## src/rtl/parity_pkg.sv

```systemverilog
// Shared definitions for the parity frame receiver and the upstream generator:
// FSM state encoding and parity-mode constants.
package parity_pkg;

  localparam logic [1:0] ST_IDLE   = 2'd0;
  localparam logic [1:0] ST_DATA   = 2'd1;
  localparam logic [1:0] ST_PARITY = 2'd2;
  localparam logic [1:0] ST_STOP   = 2'd3;

  typedef enum logic [1:0] {
    S_IDLE   = ST_IDLE,
    S_DATA   = ST_DATA,
    S_PARITY = ST_PARITY,
    S_STOP   = ST_STOP
  } rx_state_e;

  localparam bit PAR_EVEN = 1'b0;
  localparam bit PAR_ODD  = 1'b1;

endpackage

```

## src/rtl/parity_calc.sv

```systemverilog
// XOR reduction of a data word; the same block feeds the upstream parity generator.
module parity_calc #(
  parameter int DATA_W = 3
) (
  input  logic [DATA_W-1:0] data_i,
  output logic              parity_o
);

  assign parity_o = ^data_i;

endmodule

```

## src/rtl/parity_frame_rx.sv

```systemverilog
// Serial frame receiver: start bit, DATA_W data bits LSB first, parity bit, stop bit.
// Optional error counter output enabled by defining PARITY_RX_ERR_CNT_EN.
module parity_frame_rx
  import parity_pkg::*;
#(
  parameter int DATA_W     = 3,
  parameter bit PARITY_ODD = PAR_EVEN
) (
  input  logic              clk,
  input  logic              rst,
  input  logic              bit_en,
  input  logic              rx_bit,
  output logic [DATA_W-1:0] data_out,
  output logic              valid,
  output logic              parity_err,
  output logic              frame_err,
  output logic              busy
`ifdef PARITY_RX_ERR_CNT_EN
  ,
  output logic [7:0]        err_cnt
`endif
);

  localparam int CNT_W = (DATA_W > 1) ? $clog2(DATA_W) : 1;
  localparam logic [CNT_W-1:0] CNT_LAST = CNT_W'(DATA_W - 1);

  rx_state_e         state_q, state_d;
  logic [CNT_W-1:0]  cnt_q, cnt_d;
  logic [DATA_W-1:0] shift_q, shift_d;
  logic [DATA_W-1:0] data_q, data_d;
  logic              perr_q, perr_d;
  logic              valid_q, valid_d;
  logic              parity_err_q, parity_err_d;
  logic              frame_err_q, frame_err_d;
  logic              xor_w;

  parity_calc #(.DATA_W(DATA_W)) u_parity (
    .data_i   (shift_q),
    .parity_o (xor_w)
  );

  always_comb begin
    state_d      = state_q;
    cnt_d        = cnt_q;
    shift_d      = shift_q;
    perr_d       = perr_q;
    valid_d      = 1'b0;
    data_d       = data_q;
    parity_err_d = parity_err_q;
    frame_err_d  = frame_err_q;
    if (bit_en) begin
      unique case (state_q)
        S_IDLE: begin
          if (!rx_bit) begin
            state_d = S_DATA;
            cnt_d   = '0;
          end
        end
        S_DATA: begin
          // LSB arrives first, so new bits enter at the top and drift down.
          shift_d = (shift_q >> 1) | (DATA_W'(rx_bit) << (DATA_W - 1));
          if (cnt_q == CNT_LAST) state_d = S_PARITY;
          else                   cnt_d   = cnt_q + 1'b1;
        end
        S_PARITY: begin
          perr_d  = rx_bit ^ xor_w ^ (PARITY_ODD == PAR_ODD);
          state_d = S_STOP;
        end
        S_STOP: begin
          state_d      = S_IDLE;
          valid_d      = 1'b1;
          data_d       = shift_q;
          parity_err_d = perr_q;
          frame_err_d  = ~rx_bit;
        end
        default: state_d = S_IDLE;
      endcase
    end
  end

  always_ff @(posedge clk) begin
    if (rst) begin
      state_q      <= S_IDLE;
      cnt_q        <= '0;
      shift_q      <= '0;
      perr_q       <= 1'b0;
      valid_q      <= 1'b0;
      data_q       <= '0;
      parity_err_q <= 1'b0;
      frame_err_q  <= 1'b0;
    end else begin
      state_q      <= state_d;
      cnt_q        <= cnt_d;
      shift_q      <= shift_d;
      perr_q       <= perr_d;
      valid_q      <= valid_d;
      data_q       <= data_d;
      parity_err_q <= parity_err_d;
      frame_err_q  <= frame_err_d;
    end
  end

  assign data_out   = data_q;
  assign valid      = valid_q;
  assign parity_err = parity_err_q;
  assign frame_err  = frame_err_q;
  assign busy       = (state_q != S_IDLE);

`ifdef PARITY_RX_ERR_CNT_EN
  logic [7:0] err_cnt_q, err_cnt_d;

  // Counts frames, not error kinds, and sticks at full scale.
  always_comb begin
    err_cnt_d = err_cnt_q;
    if (valid_d && (parity_err_d || frame_err_d) && (err_cnt_q != 8'hFF))
      err_cnt_d = err_cnt_q + 8'd1;
  end

  always_ff @(posedge clk) begin
    if (rst) err_cnt_q <= '0;
    else     err_cnt_q <= err_cnt_d;
  end

  assign err_cnt = err_cnt_q;
`endif

endmodule

```

## config.mk

```make
export PLATFORM = sky130hd
export DESIGN_NAME = parity_frame_rx
export DESIGN_NICKNAME = d
export VERILOG_FILES = /design/src/rtl/parity_pkg.sv /design/src/rtl/parity_calc.sv /design/src/rtl/parity_frame_rx.sv
export SDC_FILE = /design/constraint.sdc
export NUM_CORES = 1
export LEC_CHECK = 0
export CAP_MARGIN = 15
export CORE_ASPECT_RATIO = 1.1
export CORE_MARGIN = 5
export CORE_UTILIZATION = 45
export DETAILED_ROUTE_END_ITERATION = 6
export GPL_TIMING_DRIVEN = 0
export PLACE_DENSITY = 0.79
export SKIP_LAST_GASP = 1
export SLEW_MARGIN = 10
export SYNTH_ARGS = -nofsm -noshare
export SYNTH_HDL_FRONTEND = slang
export SYNTH_SLANG_ARGS = --single-unit
export TNS_END_PERCENT = 20
```

## constraint.sdc

```tcl
create_clock -name clk -period 1.8 [get_ports clk]
set_clock_uncertainty 0.1 [all_clocks]
set_input_delay 0.27 -clock clk [delete_from_list [all_inputs] [get_ports clk]]
set_output_delay 0.27 -clock clk [all_outputs]
set_load 0.1 [all_outputs]
```

After elaboration in Yosys (flattened, before gate mapping)
Cells that the tools add are included.
Widths: inputs -> output; s select.

word-level totals
  flip-flop bits (word level) = 14
  bits of input ports = 4
  output and inout port bits = 7
  word-level logic and storage cells = 37

cells by class
  add/subtract/negate cells = 1
  equality and inequality tests = 7
  muxes and demuxes = 7
  bitwise gates (word level) = 4
  reductions and logical operators = 10

operator list
  operator             count
  $mux 2               4
  $pmux 2 s4           1
  $eq 2x2->1 const B   3
  $ne 2x2->1 const B   3
  $reduce_and 2->1     3
  $pmux 2 s2           1
  $reduce_and 4->1     1
  $reduce_bool 2->1    2
  $or 2x3->3           1
  $reduce_and 3->1     1
  $reduce_xor 3->1     1
  $add 2x1->2 const B  1
  $eq 2x1->1 const B   1
  $logic_not 2->1      1
  $not 1->1            2
  $reduce_or 2->1      1
  $mux 1               1
  $xor 1x1->1          1

Logic depth before layout (Yosys ltp)
Gate-level depths: netlist of the first run.

  depth after elaboration = 3
  depth in mapped cells = 6
  mapped depth without buffers = 5

Cells and area by module
Synthesis of the first run repeated with hierarchy kept, for this count alone.

unflattened totals
  cells, all modules = 72
  area, all modules = 659.4 sq um

modules (own cells, without submodules)
  module           times used  cells each  area an instance (sq um)
  parity_frame_rx  1           71          635.6
  parity_calc      1           1           23.8

Worst setup path before layout of the first run
No wires, ideal clock.

  path type = register -> output
  start = register state_q[0]
  end = output busy
  data arrival time = 1.240 ns
  data required time = 1.430 ns
  path slack = 0.190 ns
  stages on the path, launching flop included = 4
  path through = dfxtp_1 -> inv_1 -> ha_1 -> inv_1

between the ends
  longest elaborated chain between the ends = 1

RTL lines
  what                    line                    text
  start, declared         parity_frame_rx.sv:27   rx_state_e state_q, state_d;
  start signal, assigned  parity_frame_rx.sv:92   state_q <= state_d;
  $reduce_bool 2->1       parity_frame_rx.sv:107  assign busy = (state_q != S_IDLE);
  end, declared           parity_frame_rx.sv:17   output logic busy

No other way between the ends.

Worst setup path in the final report of the first run
  start = register data_q[1] (netlist: data_out[1])
  end = output data_out[1]

RTL lines
  what                    line                   text
  start, declared         parity_frame_rx.sv:30  logic [DATA_W-1:0] data_q, data_d;
  start signal, assigned  parity_frame_rx.sv:97  data_q <= data_d;
  end, declared           parity_frame_rx.sv:13  output logic [DATA_W-1:0] data_out,

No word-level cell between the ends.

==> flow_summary.toml, run 1 <==
[grt]
busiest_layer = "met2"
grt_use_met1_pct = 15.4
antenna_found_initial = 0
grt_pass1_vias = 527
grt_pass1_wl_um = 2110
met3_usage_pct = 3.93
gr-usage-all-layers_pct = 12.3
met2_usage_pct = 18.3
grt_start_max_net_pins = 11
overflow = 0

[power]
finalPower_mw = 0.607
p_per_area_nw_per_um2 = 766
peakVddDrop_mv = 0.328
internal_power_mw = 0.429
p_leak_nw = 0.303
power_switching_mw = 0.178
swShare_pct = 29.4
clockPowerShare_pct = 28.4
power_frac_comb_pct = 18.4
power_frac_seq_pct = 53.1

[critical_path]
worstPathCellList = "dlygate4sd2_1"
crit_arrival_ps = 1460
cp_top_family = "buffers and inverters"
critPathLaunchType = "flip-flop"
path_max_fanout = 2
crit_buf_inv = 1
critical_path.slowest_cell = "dlygate4sd2_1"
cp-end-kind = "output port"
path_class = "reg2out"
critPathMaxStageDelay_ps = 850
cp-startpoint = "data_out[1]$_SDFFE_PP0P_"
worstReg2RegStart = "state_q[1]$_SDFFE_PP0P_"
worst_ep_required_time_ps = 1430

[place]
placed_cells = 103
routabilityCongestion = 0.748
dpl-instance-area_um2 = 779
detailedPlace.worstSlack_ps = -450
port_buffers = 10
dpl.hpwl_um = 1010

[floorplan]
boundaryPins = 11
core-area_um2 = 1380
die_area_um2 = 2330
start_util_pct = 47.6
dieHeight_um = 50.1
die_w_um = 46.5
rows = 14

[logic_synthesis]
ys_ff_latch = 14
synth_area_per_cell_um2 = 8.56
synth_warnings = 0
muxShareOfSynthArea_pct = 0
synth_fp_nets = 87
synth-compound-area-share_pct = 16.9
synthCells = 77
syn_area_um2 = 659
synth_top_family_by_area = "simple AND/OR/NAND/NOR gates"
ys_seq_area_share_pct = 42.5
synthXorXnorAreaFrac_pct = 3.98
synthDistinctLibCells = 23
synthSimpleGateAreaFrac_pct = 20.9
synthAdderAreaFrac_pct = 11.4

[sta]
finalHoldViolCount = 0
worstMarginPinSlew_ps = 952
setup_viol = 5
slew_headroom_pct = 36.8
slew_viol_final = 0
fmax_ghz = 0.548
setup_tns_ps = -38.4
rsz0062_at_grt = "yes"
period_minus_slack_ps = 1830
hold_ws_ps = 358
setup_slack_ps = -25.8
fin_crit_sh_pct = 101

[clocking]
clkSinkCount = 14
ctsHoldBuffers = 0
clock_path_buffers = 2
cts.repair.resized = 13
clock_tree.root_cell = "clkbuf_4"
cts_setup_buffers = 0
clk_latency_ps = 280
cts_tree = "yes"
htree_levels = 1
numCtsBuffers = 3
clk_pin_slew_ps = 70

[min_path]
hp-class = "reg2reg"
hold_start = "data_out[1]$_SDFFE_PP0P_"

[layout]
layout.nets = 102
filler_cell_count = 134
area_delta_synth_final_pct = 20.1
regArea_um2 = 280
fin_cells = 106
drive_above_1_share_pct = 8.89
final_cell_mix = "dfxtp_1, a21oi_1, nand2_1"
fin_area_um2 = 792
finish.utilization_pct = 57.2
diodes = 0
multiInputGateArea_um2 = 350
final_common_cell = "dfxtp_1"

[routing]
routed_via_density = 5.34
drc = 0
avgRoutedWirePerCell_um = 12.3
vias = 566
drt-initial-drc-count = 10
drt-total-wl_um = 1310
dr.pass1.iters = 4
ant_nets = 0

[outcome]
violations = "setup timing"
status = "finished, violations left"

[flow_run]
cap_viol_max_count = 0
[flip-flops by register name, summed over array words and instances, names as in the netlist]
register and count:
state_q 2, valid 1, frame_err 1, perr_q 1, data_out 3, cnt_q 2, parity_err 1, shift_q 3
[final timing paths]
path / endpoint / slack (ps) / cells after the start
setup / recovery: data_out[1] / -30 / 1
hold / removal: data_out[1]$_SDFFE_PP0P_ / 360 / 2
setup reg to reg: state_q[0]$_SDFFE_PP0P_ / 200 / 6
hold reg to reg: data_out[1]$_SDFFE_PP0P_ / 360 / 2
[metal layers]
metal | wire length [um] | share of wire, % | vias up
met5 | 0 | 0 | -
met4 | 23 | 1.8 | 0
met3 | 87 | 6.7 | 2
met2 | 584 | 45 | 15
met1 | 611 | 47 | 254
li1 | - | - | 295
[power groups by stage]
stage	clock network (mW)	registers, mW	logic [mW]
6_report	0.172	0.323	0.112
3_5_place_dp	0	0.330	0.112
4_1_cts	0.175	0.322	0.111
5_1_grt	0.180	0.324	0.121
2_1_floorplan	0	0.330	0.0816
3_3_place_gp	0	0.329	0.110
[cell usage after synthesis (all sizes together)]
cell type	instances	area share [%]
dfxtp	14	43
a21oi	13	9.9
nand2	10	5.7
nand3	8	6.1
ha	6	11
inv	4	2.3
xnor2	3	4.0
buf	2	1.5
nor2	2	1.1
o31ai	2	2.3
a21bo	1	1.5
a21boi	1	1.1
a311oi	1	1.3
and2	1	0.95
and2b	1	1.1
clkbuf	1	0.57
nand2b	1	0.95
nand4	1	0.95
nand4b	1	1.3
nor3	1	0.76
nor4	1	0.95
o21ai	1	0.76
or2	1	0.95
[kinds of logic (layout without fill, tap and decap cells)]
group,after synthesis,after routing
and+or+nand+nor,28,28
AOI/OAI and AO/OA,19,19
DFF,14,14
buffers and inverters,7,20
adders and majority gates,6,6
xor gates and xnor gates,3,3
[area by class of cell]
class | instances | share of cell area (%)
Inverter | 4 | 1.90
Multi-Input combinational cell | 56 | 44.2
Buffer | 3 | 1.74
Clock buffer | 3 | 2.84
Sequential cell | 14 | 35.4
Timing Repair Buffer | 10 | 11.4
Tap cell | 16 | 2.53
No activity file was read; power rests on OpenSTA's default activity.
==> inputs of run 2 (changes only) <==
--- a/config.mk
+++ b/config.mk
@@ -5,6 +5,7 @@
 export SDC_FILE = /design/constraint.sdc
 export NUM_CORES = 1
 export LEC_CHECK = 0
+export ABC_CLOCK_PERIOD_IN_PS = 1800
 export CAP_MARGIN = 15
 export CORE_ASPECT_RATIO = 1.1
 export CORE_MARGIN = 5
==> results of run 2 <==
Final layout, timing and power as in run 1 (identical DEF).
